==> src/rtl/div_8bit_ctrl_v_if.sv <==
// Start/operand/result bundle for the sequential 8-bit divider.
interface div_8bit_ctrl_v_if;
  logic       i_START;
  logic [7:0] i_DIVIDEND;
  logic [7:0] i_DIVISOR;
  logic [7:0] o_Q;
  logic [7:0] o_R;
  logic       o_BUSY;
  logic       o_DONE;
  logic       o_ERR;

  modport master (
    output i_START, i_DIVIDEND, i_DIVISOR,
    input  o_Q, o_R, o_BUSY, o_DONE, o_ERR
  );

  modport slave (
    input  i_START, i_DIVIDEND, i_DIVISOR,
    output o_Q, o_R, o_BUSY, o_DONE, o_ERR
  );
endinterface

==> src/rtl/div_8bit_ctrl_v.sv <==
// Sequential 8-bit unsigned restoring divider on one shared add/subtract unit.
// Optional macro DIV_ZERO_CHECK_EN: zero divisor short-cuts to DONE with o_ERR set.

// Single-carry-chain adder/subtractor; in subtract mode o_C is the borrow.
module addn_sub_8bit_v (
  input  logic [7:0] i_A,
  input  logic [7:0] i_B,
  input  logic       i_ADDN_SUB,
  output logic [7:0] o_S,
  output logic       o_C
);
  logic [8:0] sum;

  always_comb begin
    sum = {1'b0, i_A} + {1'b0, i_B ^ {8{i_ADDN_SUB}}} + 9'(i_ADDN_SUB);
    o_S = sum[7:0];
    o_C = sum[8] ^ i_ADDN_SUB;
  end
endmodule

module div_8bit_ctrl_v (
  input  logic              i_CLK,
  input  logic              i_RSTn,
  div_8bit_ctrl_v_if.slave  bus
);
  localparam int unsigned WIDTH = 8;
  localparam int unsigned CNT_W = 3;

  typedef enum logic [1:0] {S_IDLE, S_CALC, S_DONE} state_t;

  state_t             state;
  logic [WIDTH-1:0]   r_D;
  logic [WIDTH-1:0]   r_N;
  logic [WIDTH-1:0]   r_W;
  logic [WIDTH-1:0]   r_QW;
  logic [CNT_W-1:0]   r_cnt;
  logic [WIDTH-1:0]   q_q;
  logic [WIDTH-1:0]   r_q;
  logic               busy_q;
  logic               done_q;

  logic               shift_c;
  logic [WIDTH-1:0]   trial;
  logic [WIDTH-1:0]   diff;
  logic               borrow;
  logic               qbit;
  logic [WIDTH-1:0]   w_next;

  // Shift the next dividend bit into the working remainder and trial-subtract.
  always_comb begin
    shift_c = r_W[WIDTH-1];
    trial   = {r_W[WIDTH-2:0], r_N[WIDTH-1]};
    qbit    = shift_c | ~borrow;
    w_next  = qbit ? diff : trial;
  end

  addn_sub_8bit_v u_addsub (
    .i_A        (trial),
    .i_B        (r_D),
    .i_ADDN_SUB (1'b1),
    .o_S        (diff),
    .o_C        (borrow)
  );

`ifdef DIV_ZERO_CHECK_EN
  logic err_q;
  logic r_zero;
  assign bus.o_ERR = err_q;
`else
  assign bus.o_ERR = 1'b0;
`endif

  assign bus.o_Q    = q_q;
  assign bus.o_R    = r_q;
  assign bus.o_BUSY = busy_q;
  assign bus.o_DONE = done_q;

  always_ff @(posedge i_CLK or negedge i_RSTn) begin
    if (!i_RSTn) begin
      state  <= S_IDLE;
      r_D    <= '0;
      r_N    <= '0;
      r_W    <= '0;
      r_QW   <= '0;
      r_cnt  <= '0;
      q_q    <= '0;
      r_q    <= '0;
      busy_q <= 1'b0;
      done_q <= 1'b0;
`ifdef DIV_ZERO_CHECK_EN
      err_q  <= 1'b0;
      r_zero <= 1'b0;
`endif
    end else begin
      done_q <= 1'b0;
      case (state)
        S_IDLE: begin
          if (bus.i_START) begin
            r_D    <= bus.i_DIVISOR;
            r_N    <= bus.i_DIVIDEND;
            r_W    <= '0;
            r_QW   <= '0;
            r_cnt  <= '0;
            busy_q <= 1'b1;
            state  <= S_CALC;
`ifdef DIV_ZERO_CHECK_EN
            err_q  <= 1'b0;
            r_zero <= (bus.i_DIVISOR == '0);
`endif
          end
        end
        S_CALC: begin
`ifdef DIV_ZERO_CHECK_EN
          if (r_zero) begin
            // r_N still holds the untouched dividend here.
            q_q    <= '1;
            r_q    <= r_N;
            err_q  <= 1'b1;
            done_q <= 1'b1;
            state  <= S_DONE;
          end else
`endif
          begin
            r_N   <= r_N << 1;
            r_W   <= w_next;
            r_QW  <= {r_QW[WIDTH-2:0], qbit};
            r_cnt <= r_cnt + CNT_W'(1);
            if (r_cnt == CNT_W'(WIDTH - 1)) begin
              q_q    <= {r_QW[WIDTH-2:0], qbit};
              r_q    <= w_next;
              done_q <= 1'b1;
              state  <= S_DONE;
            end
          end
        end
        S_DONE: begin
          busy_q <= 1'b0;
          state  <= S_IDLE;
        end
        default: state <= S_IDLE;
      endcase
    end
  end
endmodule

==> src/flat_wrapper.sv <==
// flat-port wrapper written by rule: the top's interface ports become plain ports
module div_8bit_ctrl_v_flat 
  (i_CLK, i_RSTn, bus_i_START, bus_i_DIVIDEND, bus_i_DIVISOR, bus_o_Q, bus_o_R, bus_o_BUSY, bus_o_DONE, bus_o_ERR);
  div_8bit_ctrl_v_if bus_i ();
  input  logic i_CLK;
  input  logic i_RSTn;
  input wire logic [$bits(bus_i.i_START)-1:0] bus_i_START;
  input wire logic [$bits(bus_i.i_DIVIDEND)-1:0] bus_i_DIVIDEND;
  input wire logic [$bits(bus_i.i_DIVISOR)-1:0] bus_i_DIVISOR;
  output wire logic [$bits(bus_i.o_Q)-1:0] bus_o_Q;
  output wire logic [$bits(bus_i.o_R)-1:0] bus_o_R;
  output wire logic [$bits(bus_i.o_BUSY)-1:0] bus_o_BUSY;
  output wire logic [$bits(bus_i.o_DONE)-1:0] bus_o_DONE;
  output wire logic [$bits(bus_i.o_ERR)-1:0] bus_o_ERR;
  assign bus_i.i_START = bus_i_START;
  assign bus_i.i_DIVIDEND = bus_i_DIVIDEND;
  assign bus_i.i_DIVISOR = bus_i_DIVISOR;
  assign bus_o_Q = bus_i.o_Q;
  assign bus_o_R = bus_i.o_R;
  assign bus_o_BUSY = bus_i.o_BUSY;
  assign bus_o_DONE = bus_i.o_DONE;
  assign bus_o_ERR = bus_i.o_ERR;
  div_8bit_ctrl_v u_core (.i_CLK(i_CLK), .i_RSTn(i_RSTn), .bus(bus_i));
endmodule
==> config.mk <==
export PLATFORM = sky130hd
export DESIGN_NAME = div_8bit_ctrl_v_flat
export DESIGN_NICKNAME = d
export VERILOG_FILES = /design/src/rtl/div_8bit_ctrl_v_if.sv /design/src/rtl/div_8bit_ctrl_v.sv /design/src/flat_wrapper.sv
export SDC_FILE = /design/constraint.sdc
export NUM_CORES = 1
export LEC_CHECK = 0
export ABC_CLOCK_PERIOD_IN_PS = 3220
export BUFFER_PORTS_ARGS = -buffer_cell sky130_fd_sc_hd__buf_2
export CORE_UTILIZATION = 50
export DETAILED_ROUTE_END_ITERATION = 10
export GPL_ROUTABILITY_DRIVEN = 0
export PLACE_DENSITY = 0.74
export SLEW_MARGIN = 15
export SYNTH_ARGS = -nofsm -noshare
export SYNTH_HDL_FRONTEND = slang
export SYNTH_SLANG_ARGS = --single-unit
==> constraint.sdc <==
create_clock -name i_CLK -period 3.22 [get_ports i_CLK]
set_input_delay 0.322 -clock i_CLK [delete_from_list [all_inputs] [get_ports i_CLK]]
set_output_delay 0.322 -clock i_CLK [all_outputs]
set_load 0.01 [all_outputs]
==> Yosys cells after proc, flatten, opt, wreduce, memory -nomap -nowiden <==
Cells that the tools add are included.
{ "word_totals": {"ff_bits": 54, "inputBits": 19, "elab_cells": 43} }
{ "classes": {"n_addsub": 3, "eq_ne": 5, "mux": 15, "bitwise": 2, "n_reduce_logical": 8} }
{ "ops": {"columns": ["op", "n"], "rows": [
  ["8-bit one-hot mux with 2 select lines", 2],
  ["8-bit 2-to-1 mux", 3],
  ["7-bit one-hot mux with 2 select lines", 1],
  ["2-bit AND reduction", 5],
  ["8-bit by 8-bit adder with 9-bit output", 1],
  ["9-bit by 1-bit adder with 9-bit output, second input constant", 1],
  ["8-bit inverter", 1],
  ["3-bit one-hot mux with 2 select lines", 1],
  ["2-bit 2-to-1 mux", 2],
  ["2-bit one-hot mux with 2 select lines", 1],
  ["2-bit nonzero test", 2],
  ["3-bit by 1-bit adder with 3-bit output, second input constant", 1],
  ["3-bit equality test, second input constant", 1],
  ["1-bit 2-to-1 mux", 3],
  ["3-bit 2-to-1 mux", 1],
  ["2-bit by 1-bit equality test with 1-bit output, second input constant", 1],
  ["2-bit equality test, second input constant", 1],
  ["2-bit logical NOT", 1],
  ["2-bit by 1-bit != test with 1-bit output, second input constant", 1],
  ["2-bit != test, second input constant", 1],
  ["1-bit one-hot mux with 2 select lines", 1],
  ["1-bit bitwise OR", 1]
]} }

==> Depth between registers and ports, before layout <==
{ "logic_depth": {"depth_word": 6, "ltp_mapped": 11, "ltp_nobuf": 9} }

==> By module <==
A second synthesis with hierarchy kept.
{ "hier_totals": {"hier_cells": 222, "area_unflattened_um2": 2636.3} }
{ "modules_own_cells": {"columns": ["module", "instances", "cells_each", "area_each_um2"], "rows": [
  ["div_8bit_ctrl_v", 1, 177, 2233.4],
  ["addn_sub_8bit_v", 1, 45, 402.9]
]} }

==> Least setup slack after synthesis <==
No wires, ideal clock.
{ "synth_timing": {"path_type": "flip-flop to flip-flop", "startpoint": "register u_core.r_N[7]", "endpoint": "register u_core.r_W[7]", "t_arrival_ns": 1.978, "slack_ns": 1.173, "stages_incl_launch_ff": 11, "n_path_buf": 1, "period_less_slack_ns": 2.047, "path_cell_list": "dfrtp_1 > inv_1 > ha_1 > inv_1 > fa_1 > nand3_1 > a211o_1 > and2_4 > buf_6 > or4_1 > nand3_1"} }
{ "synth_via": {"elab_chain_cells": 5} }
{ "synth_rtl": {"columns": ["element", "line_no", "rtl"], "rows": [
  ["start: declaration", "div_8bit_ctrl_v.sv:33", "logic [WIDTH-1:0] r_N;"],
  ["start signal: assignment", "div_8bit_ctrl_v.sv:100", "r_N <= bus.i_DIVIDEND;"],
  ["start signal: assignment", "div_8bit_ctrl_v.sv:124", "r_N <= r_N << 1;"],
  ["8-bit by 8-bit adder with 9-bit output (*)", "div_8bit_ctrl_v.sv:15", "sum = {1'b0, i_A} + {1'b0, i_B ^ {8{i_ADDN_SUB}}} + 9'(i_ADDN_SUB);"],
  ["9-bit by 1-bit adder with 9-bit output (*)", "div_8bit_ctrl_v.sv:15", null],
  ["1-bit bitwise OR", "div_8bit_ctrl_v.sv:53", "qbit = shift_c | ~borrow;"],
  ["8-bit 2-to-1 mux (*)", "div_8bit_ctrl_v.sv:54", "w_next = qbit ? diff : trial;"],
  ["8-bit one-hot mux with 2 select lines (*)", "div_8bit_ctrl_v.sv:96", "case (state)"],
  ["end signal: assignment", "div_8bit_ctrl_v.sv:125", "r_W <= w_next;"],
  ["end: declaration", "div_8bit_ctrl_v.sv:34", "logic [WIDTH-1:0] r_W;"]
]} }
Every way passes the cells marked *; elsewhere a longest branch is shown, timed or not.
A chain may end at the register's enable or synchronous reset.

==> Final worst setup path <==
{ "layout_timing": {"startpoint": "register u_core.r_N[7]", "endpoint": "register u_core.r_q[0] (netlist: u_core.bus.o_R[0])"} }
{ "layout_via": {"elab_chain_cells": 4} }
{ "layout_rtl": {"columns": ["element", "line_no", "rtl"], "rows": [
  ["8-bit by 8-bit adder with 9-bit output", "div_8bit_ctrl_v.sv:15", null],
  ["9-bit by 1-bit adder with 9-bit output", "div_8bit_ctrl_v.sv:15", null],
  ["1-bit bitwise OR", "div_8bit_ctrl_v.sv:53", null],
  ["8-bit 2-to-1 mux (*)", "div_8bit_ctrl_v.sv:54", null],
  ["end signal: assignment", "div_8bit_ctrl_v.sv:130", "r_q <= w_next;"],
  ["end: declaration", "div_8bit_ctrl_v.sv:38", "logic [WIDTH-1:0] r_q;"]
]} }
Marked as above.

==> impl_metrics.py <==
metrics = {
    "status": {
        "status": "completed",
    },
    "synthesis": {
        "ys_ff_latch": 54,
        "syn-instance-count": 257,
        "async_flop_share_pct": 100,
        "synthTopCellsByArea": "dfrtp_1 53%, nand2_1 7.8%, o21ai_0 6.1%",
        "synth_warnings": 0,
        "seq_area_frac_synth_pct": 53.1,
        "yosys_most_used_dff": "dfrtp_1",
        "yosysTopAreaCell": "dfrtp_1",
        "syn_nets": 287,
        "yosysTopAreaCellShare_pct": 53.1,
        "synth_edf_count": 0,
        "syn-cell-area_um2": 2540,
        "synth_cell_types": 41,
        "avgSynthCellArea_um2": 9.89,
    },
    "timing": {
        "timing.setup.tns_ns": 0,
        "max_freq_mhz": 445,
        "finalSetupViolCount": 0,
        "hold_slack_ns": 0.0318,
        "fin_crit_ns": 2.25,
        "setup_ws_ns": 0.973,
        "fin_crit_sh_pct": 69.8,
        "drv_slew": 0,
        "tightest_slew_ns": 0.655,
        "hold_viol": 0,
        "rsz0062_at_grt": "false",
        "slew_headroom_pct": 56.3,
        "finalClockSkew_ns": 0.00640,
    },
    "flow_run": {
        "maxCapViolCount": 0,
    },
    "floorplanning": {
        "fp.coreArea_um2": 4820,
        "die_w_um": 73.3,
        "die_area_um2": 5370,
        "start_util_pct": 52.8,
        "rows": 25,
        "pin_count": 38,
        "fp.dieH_um": 73.3,
    },
    "clock_network": {
        "path_clk_slew_ns": 0.10,
        "hold_buffers": 0,
        "cts_max_path_buffers": 2,
        "root_buffer": "clkbuf_8",
        "cts_tree": "yes",
        "clock-sinks": 54,
        "cts_setup_buffers": 0,
        "cts_resized": 0,
        "clock_latency_ns": 0.31,
        "htreeDepth": 2,
        "numCtsBuffers": 5,
    },
    "power": {
        "ir_worst_vdd_mv": 0.527,
        "total_power_mw": 3.25,
        "p_per_area_nw_per_um2": 1130,
        "p_leak_nw": 1.43,
    },
    "placed_design": {
        "hpwlAfterDp_um": 3480,
        "port_buffers": 36,
        "dp_slack_ns": 1.00,
        "place_area_um2": 2770,
        "dp.cells": 350,
    },
    "route": {
        "route.detailed.drc": 0,
        "totalWireLength_um": 4840,
        "num_vias": 1914,
        "wire_per_inst_um": 13.5,
        "via_per_inst": 5.35,
        "drt_iter0_drc": 132,
        "ant_nets": 0,
        "dr.pass1.iters": 4,
    },
    "critical_path": {
        "cp-end-kind": "flip-flop",
        "worstPathArrival_ns": 2.47,
        "critical_path_required_ns": 3.44,
        "cp-start-kind": "flip-flop",
        "cp_max_fo": 16,
        "critPathKind": "reg -> reg",
    },
    "global_route": {
        "grt_pass1_vias": 1783,
        "antenna_found_initial": 0,
        "grt_max_degree": 31,
        "grt-ovfl-total": 0,
        "grt_pass1_wl_um": 8360,
        "track_usage_pct": 20.5,
    },
    "cells_and_area": {
        "syn_to_final_growth_pct": 13.6,
        "final_util_pct": 59.9,
        "nNetsFinal": 320,
        "insertedDiodeCount": 0,
        "layout-drive-gt1-share_pct": 18.2,
        "fin_area_um2": 2890,
        "final_cell_mix": "54 x dfrtp_1, 53 x nand2_1, 36 x buf_2, 31 x o21ai_0, 14 x inv_1",
        "stdcell_count": 358,
        "final_common_cell": "dfrtp_1",
    },
    "min_path": {
        "hold_path_class": "in -> async",
    },
}
registers in the layout (all words and copies together) (netlist names):
signal / flops
u_core.bus.o_BUSY: 1
u_core.bus.o_DONE: 1
u_core.bus.o_Q: 8
u_core.bus.o_R: 8
u_core.r_D: 8
u_core.r_N: 8
u_core.r_QW: 7
u_core.r_W: 8
u_core.r_cnt: 3
u_core.state: 2
power by group:
group	internal, mW	switching (mW)
Combinational	0.703	0.918
Sequential	0.987	0.189
Clock	0.231	0.222
Yosys cell counts, types with 2 or more instances:
cell,instances
buf_1,2
mux2_2,2
a22oi_1,3
inv_1,14
a31oi_1,2
mux2i_1,8
a32oi_1,3
o21ai_0,31
a22o_1,9
ha_1,10
or4_1,2
nand2_1,53
xnor2_1,2
clkbuf_1,8
nand3_1,3
nor3_1,2
o21bai_1,2
nor2b_1,6
nor2_1,3
a21oi_1,13
and2_1,3
dfrtp_1,54
o31ai_1,2
buf_2,2
o21a_1,2
critical path, stage by stage, from the launching register on:
cell and delay [ns]:
dfrtp_1 0.39, inv_1 0.07, ha_1 0.17, inv_1 0.06, fa_1 0.39, nand3_1 0.13
a211o_1 0.17, and2_4 0.26, mux2_2 0.36, o21ai_0 0.15
final timing paths:
kind,from,to,slack (ns),depth (start not counted)
max in group asynchronous,i_RSTn,u_core.state[0]$_DFFE_PN0P_,2.41,2
min reg2reg,u_core.bus.o_Q[4]$_DFFE_PN0P_,u_core.bus.o_Q[4]$_DFFE_PN0P_,0.48,2
min,i_RSTn,u_core.r_D[1]$_DFFE_PN0P_,0.03,1
max reg2reg,u_core.r_N[7]$_DFFE_PN0P_,u_core.bus.o_R[0]$_DFFE_PN0P_,0.97,9
max,u_core.r_N[7]$_DFFE_PN0P_,u_core.bus.o_R[0]$_DFFE_PN0P_,0.97,9
min in group i_CLK,bus_i_DIVISOR[4],u_core.r_D[4]$_DFFE_PN0P_,0.21,3
area by class of cell:
cell class	instances	area, um^2
fillers	419	1930
flip-flops and latches	54	1350
multi-input cells	174	1070
repair buffers	40	210
well taps	67	83.8
clock buffers	5	68.8
inverters	15	56.3
clock inverters	3	45.0
per-layer routing:
layer | share of wire (%) | up-vias | track usage [%]
met5 | 0 | - | 0
met4 | 1.2 | 0 | 5.77
met3 | 4.3 | 5 | 4.12
met2 | 47 | 40 | 32.0
met1 | 48 | 916 | 29.4
li1 | - | 953 | -
cells by family after synthesis:
group	synth area share (%)
AOI/OAI and AO/OA	18.0
xor gates and xnor gates	0.689
adders and majority gates	5.71
buffers and inverters	4.82
DFF	53.1
muxes	4.04
other	0.147
and+or+nand+nor	13.5
Power figures use the tool's default switching activity.
